**src/rtl/x_run_fsm.sv**
```systemverilog
// Run-of-ones detector: flags a hit once x_in has been 1 for `target` consecutive
// enabled cycles, with overlap control, a registered hit flag and a saturating hit counter.
module x_run_fsm #(
    parameter int CNT_W = 4,
    parameter int HIT_W = 8
) (
    input  logic             clk,
    input  logic             reset,
    input  logic             en,
    input  logic             x_in,
    input  logic [CNT_W-1:0] target,
    input  logic             overlap,
    input  logic             clr,
    output logic             y_out,
    output logic             y_reg,
    output logic [HIT_W-1:0] hit_count,
    output logic [1:0]       dbg_state
);

    typedef enum logic [1:0] {
        IDLE  = 2'd0,
        ACC   = 2'd1,
        MATCH = 2'd2
    } state_e;

    // Largest run value ever stored; keeps run_q from wrapping when target is 0.
    localparam logic [CNT_W-1:0] RUN_MAX = {{(CNT_W-1){1'b1}}, 1'b0};
    localparam logic [HIT_W-1:0] HIT_MAX = {HIT_W{1'b1}};

    state_e           state_q, state_d;
    logic [CNT_W-1:0] run_q, run_d;
    logic [HIT_W-1:0] cnt_q, cnt_d;
    logic [CNT_W-1:0] target_m1;
    logic             hit;

    assign target_m1 = target - {{(CNT_W-1){1'b0}}, 1'b1};
    // Gated by reset so the Mealy output drops the instant reset is asserted.
    assign hit = reset & en & x_in & (target != '0) & (run_q >= target_m1);

    always_ff @(posedge clk or negedge reset) begin
        if (!reset) begin
            state_q <= IDLE;
            run_q   <= '0;
            cnt_q   <= '0;
        end else begin
            state_q <= state_d;
            run_q   <= run_d;
            cnt_q   <= cnt_d;
        end
    end

    always_comb begin
        state_d = state_q;
        run_d   = run_q;
        cnt_d   = cnt_q;
        if (en) begin
            if (!x_in) begin
                state_d = IDLE;
                run_d   = '0;
            end else if (hit) begin
                state_d = MATCH;
                run_d   = overlap ? target_m1 : '0;
            end else begin
                state_d = ACC;
                run_d   = (run_q == RUN_MAX) ? run_q : run_q + {{(CNT_W-1){1'b0}}, 1'b1};
            end
        end
        // clr wins over a coincident hit and works regardless of en.
        if (clr) begin
            cnt_d = '0;
        end else if (hit && (cnt_q != HIT_MAX)) begin
            cnt_d = cnt_q + {{(HIT_W-1){1'b0}}, 1'b1};
        end
    end

    always_comb begin
        y_out     = hit;
        y_reg     = (state_q == MATCH);
        hit_count = cnt_q;
        dbg_state = state_q;
    end

endmodule
```
**config.mk**
```make
export PLATFORM = sky130hd
export DESIGN_NAME = x_run_fsm
export DESIGN_NICKNAME = d
export VERILOG_FILES = /design/src/rtl/x_run_fsm.sv
export SDC_FILE = /design/constraint.sdc
export NUM_CORES = 1
export LEC_CHECK = 0
export BUFFER_PORTS_ARGS = -buffer_cell sky130_fd_sc_hd__clkbuf_2
export CORE_UTILIZATION = 29
export CTS_CLUSTER_DIAMETER = 30
export DETAILED_ROUTE_END_ITERATION = 8
export HOLD_SLACK_MARGIN = 0.08
export PLACE_DENSITY = 0.55
export SYNTH_ARGS = -nofsm -noshare
export SYNTH_HDL_FRONTEND = slang
export SYNTH_SLANG_ARGS = --single-unit
```
**constraint.sdc**
```tcl
create_clock -name clk -period 5.8 [get_ports clk]
set_input_delay 0.58 -clock clk [delete_from_list [all_inputs] [get_ports clk]]
set_output_delay 0.58 -clock clk [all_outputs]
set_load 0.05 [all_outputs]
```
Yosys cells after proc, flatten, opt, wreduce, memory -nomap -nowiden
Index checks and enable logic that the tools add are counted.

$add $sub $neg: 3. Muxes and demuxes: 8. Order comparisons: 1. Bitwise logic cells: 4. Equal/unequal tests: 4. Reductions and logical operators: 4.

Operator list (count): $mux W4 (4); $mux W8 (2); $add A8 B1 Y8 const B (1); $ne A8 B8 Y1 const B (1); $add A4 B1 Y4 const B (1); $and A1 B1 Y1 (4); $eq A4 B4 Y1 const B (1); $ge A4 B4 Y1 (1); $mux W2 (2); $reduce_bool A4 Y1 (1); $sub A4 B1 Y4 const B (1); $ne A3 B3 Y1 const B (1); $eq A2 B2 Y1 const B (1); $reduce_and A2 Y1 (1); $reduce_bool A2 Y1 (1); $logic_and A1 B1 Y1 (1).

Flip-flop bits (word level): 14. Input bits: 10. Output and inout bits: 12.

Depth between registers and ports, before layout
Word-level depth: 7. Depth in mapped cells: 10.

Worst setup path after synthesis
OpenSTA, ideal clock, no wires.

Path kind: input to output. From: input target[0]. To: output y_out. Stages: 7. Buffers on the path: 0. Slack: 2.846 ns. Arrival time: 2.374 ns. Cells stage by stage: inv_1 > ha_1 > xnor2_1 > ha_1 > o21a_1 > o2111ai_2 > nor3_2.

Cells in the longest elaborated chain, start to end: 3. Elaborated cells between the ends (all ways): 5. Classes of those cells: add/sub: 1; order compare: 1; bitwise: 2; reduce/logical: 1.

RTL lines: start, declared (RTL line 11) `input logic [CNT_W-1:0] target,`; $sub A4 B1 Y4 / $reduce_bool A4 Y1 (equally long branches) (RTL line 36, 38); $ge A4 B4 Y1 / $and A1 B1 Y1 (equally long branches) (RTL line 38) `assign hit = reset & en & x_in & (target != '0) & (run_q >= target_m1);`; $and A1 B1 Y1 (*) (RTL line 38); end, declared (RTL line 14) `output logic y_out,`.

Every way passes the cells marked *; elsewhere a longest branch is shown, timed or not.

Worst setup path after layout
Same ends and word-level chain as after synthesis.

==> results.md <==
- Placed insts: 162
- CTS Buffer Depth: 2
- Cell variety after synth: 34
- Tot GR Track Use: 0.1368
- Drt pass-1 iters: 4
- ANT nets after route: 0
- Postcts setup bufs: 0
- Post-synthesis sequential area ratio: 0.3723
- WL final: 2060 um
- Minimum clock period: 3176 ps
- CP required: 5220 ps
- Fin Clk Skew: 12.09 ps
- Post-Synthesis Net Count: 117
- Fmax: 0.3148 GHz
- Core box area: 3078 um^2
- Max Cap Viol: 0
- # IOs: 22
- Arrival time worst endpoint: 2600 ps
- Number of global-route vias before repair: 821
- Wire per inst: 12.41 um
- Worst skew pair latency: 290 ps
- Unrepaired setup endpoints after global routing: no
- Gr ovfl total: 0
- CTS Hold Bufs: 0
- Synth-to-Final Area Change: 19.28%
- Leakage: 0.5205 nW
- First-pass GRT wire length: 3594 um
- Chip width: 58.96 um
- Max_slew headroom: 0.6010
- Via/cell ratio: 4.952
- Core Rows: 20
- Reg clk slew, reported paths: 100 ps
- Iter 0 DRT Violations: 48
- CP max FO: 7
- Post-route non-filler standard cell count: 166
- Final period util: 0.5476
- Mean Syn Cell Area: 9.504 um^2
- Clock tree from TritonCTS: done
- # clock sinks: 14
- Final antenna diode count: 0
- Dpl hpwl: 1598 um
- Largest net degree at the start of global routing: 16
- Status: finished, final reports clean
- Mapped Area: 940.9 um^2
- Critical path startpoint: target[0]
- Final setup viols: 0
- Share of cells above drive strength 1: 0.2377
- Via count: 822
- CP Capture Type: output port
- Initial antenna violation count: 0
- CP Class: in -> out
- Routability Congestion: 0.8656
- Clock root buffer: clkbuf_4
- Max rail drop VDD: 0.00008197 V
- CP Launch Type: input pin
- Nets: 141
- Crit Reg-Reg Startpoint: run_q[2]
- Final Hold Viols: 0
- Port bufs: 21
- Slew Limit Fails: 0
- Setup TNS: 0 ps
- HP Class: in -> async
- Die Span Y: 58.96 um
- DIE AREA: 3476 um^2
- Power per cell area: 207.9 nW/um^2
- Number of synthesized register bits: 14
- Ys Warns: 0
- Initial Utilization: 0.3057
- Number of H-tree levels: 1
- CTS Buf Count: 3
- Cells resized by post-CTS repair: 0
- Syn Inst Count: 99
- Worst Tran Pin Value: 592.3 ps
- DRC errors left: 0
-- critical path: stages --
cell and delay [ps]:
clkbuf_2 110, inv_1 60, ha_1 210, xnor2_1 220, ha_1 230, o21a_1 150, o2111ai_2 150, nor3_2 520
clkbuf_2 380
-- per-stage QoR --
stage	util	area (um^2)	power (W)	hold slack, ps	worst slack [ps]
after global placement	0.3528	1086	0.0001625	510.0	2729
after CTS	0.3646	1122	0.0002350	201.1	2619
final	0.3646	1122	0.0002334	188.0	2624
after detailed placement	0.3528	1086	0.0001637	509.3	2629
after floorplan	-	940.9	0.0001475	284.4	2846
after global routing	0.3646	1122	0.0002453	225.4	2403
-- power by group --
part	internal [W]	total [W]	switching (W)	leakage, nW
registers	0.000102	0.000109	0.00000617	0.192
logic	0.0000212	0.0000528	0.0000316	0.308
clock network	0.0000382	0.0000720	0.0000337	0.0210
total	0.000162	0.000233	0.0000715	0.521
-- path summary, 6_finish.rpt --
kind	slack, ps	endpoint	depth (start not counted)
hold reg to reg	530	dbg_state[1]	1
setup / recovery	2620	y_out	9
max in group asynchronous	5330	run_q[0]	1
min in group clk	530	dbg_state[1]	1
setup reg to reg	3430	hit_count[5]	6
hold / removal	190	hit_count[1]	1
-- flip-flops by register name (all words and copies together) (netlist names) --
signal,count
run_q,4
dbg_state,2
hit_count,8
-- cell type report --
cell class	count	area, um^2
Multi-Input combinational cell	75	545.5
Inverter	8	30.03
Clock buffer	4	36.28
Fill cell	319	1956
Sequential cell	14	350.3
Timing Repair Buffer	21	105.1
Tap cell	44	55.05
-- layer usage --
| layer | up-vias | routed length [um] | track usage |
|---|---|---|---|
| met5 | - | 0 | 0 |
| met4 | 0 | 39 | 0.07483 |
| met3 | 6 | 75 | 0.01978 |
| met2 | 21 | 917 | 0.2078 |
| met1 | 383 | 1027 | 0.1866 |
| li1 | 412 | - | - |
-- Yosys cell counts --
master | count | area (um^2)
mux2i_1 | 3 | 30.03
a21o_1 | 1 | 7.510
o221ai_1 | 1 | 8.760
buf_6 | 1 | 11.26
and3_1 | 1 | 6.260
or3b_1 | 1 | 8.760
o21a_1 | 1 | 7.510
nand4_1 | 2 | 12.51
nor3_2 | 1 | 10.01
nand2b_1 | 2 | 12.51
nor3_1 | 1 | 5.000
or4_1 | 3 | 22.52
inv_1 | 8 | 30.03
mux2_1 | 1 | 11.26
ha_1 | 8 | 100.1
or4b_4 | 1 | 13.76
o2111ai_2 | 1 | 15.01
o22ai_1 | 1 | 6.260
nand2_1 | 6 | 22.52
xnor2_1 | 2 | 17.52
dfrtp_1 | 14 | 350.3
nand3b_1 | 1 | 7.510
and2_1 | 1 | 6.260
o2bb2ai_1 | 2 | 17.52
buf_1 | 1 | 3.750
o31ai_1 | 3 | 22.52
nand3_1 | 5 | 25.02
nor2_1 | 3 | 11.26
or3_1 | 3 | 18.77
o21ai_0 | 8 | 40.04
a21oi_1 | 6 | 30.03
nor2b_1 | 4 | 25.02
xor2_1 | 1 | 8.760
a2111oi_2 | 1 | 15.01
-- logic make-up after synthesis --
| family | after synthesis | share of synthesized area |
|---|---|---|
| adder cells (fa/ha/maj) | 8 | 0.1064 |
| flip-flops | 14 | 0.3723 |
| multiplexers | 4 | 0.04388 |
| buffers and inverters | 10 | 0.04787 |
| XOR/XNOR | 3 | 0.02793 |
| AND/OR/NAND/NOR | 35 | 0.2207 |
| AO/OA/AOI/OAI | 25 | 0.1809 |
-- cells in the final DEF, fill, tap and decap left out, types with 2 or more instances in the layout --
cell	instances
o31ai_1	3
inv_1	8
xnor2_1	2
dfrtp_1	14
nand4_1	2
mux2i_1	3
clkbuf_2	21
nor2_1	3
nand3_1	5
or3_1	3
o21ai_0	8
ha_1	8
or4_1	3
o2bb2ai_1	2
nand2b_1	2
a21oi_1	6
clkbuf_4	3
nand2_1	6
nor2b_1	4
(Power assumes the default switching activity.)
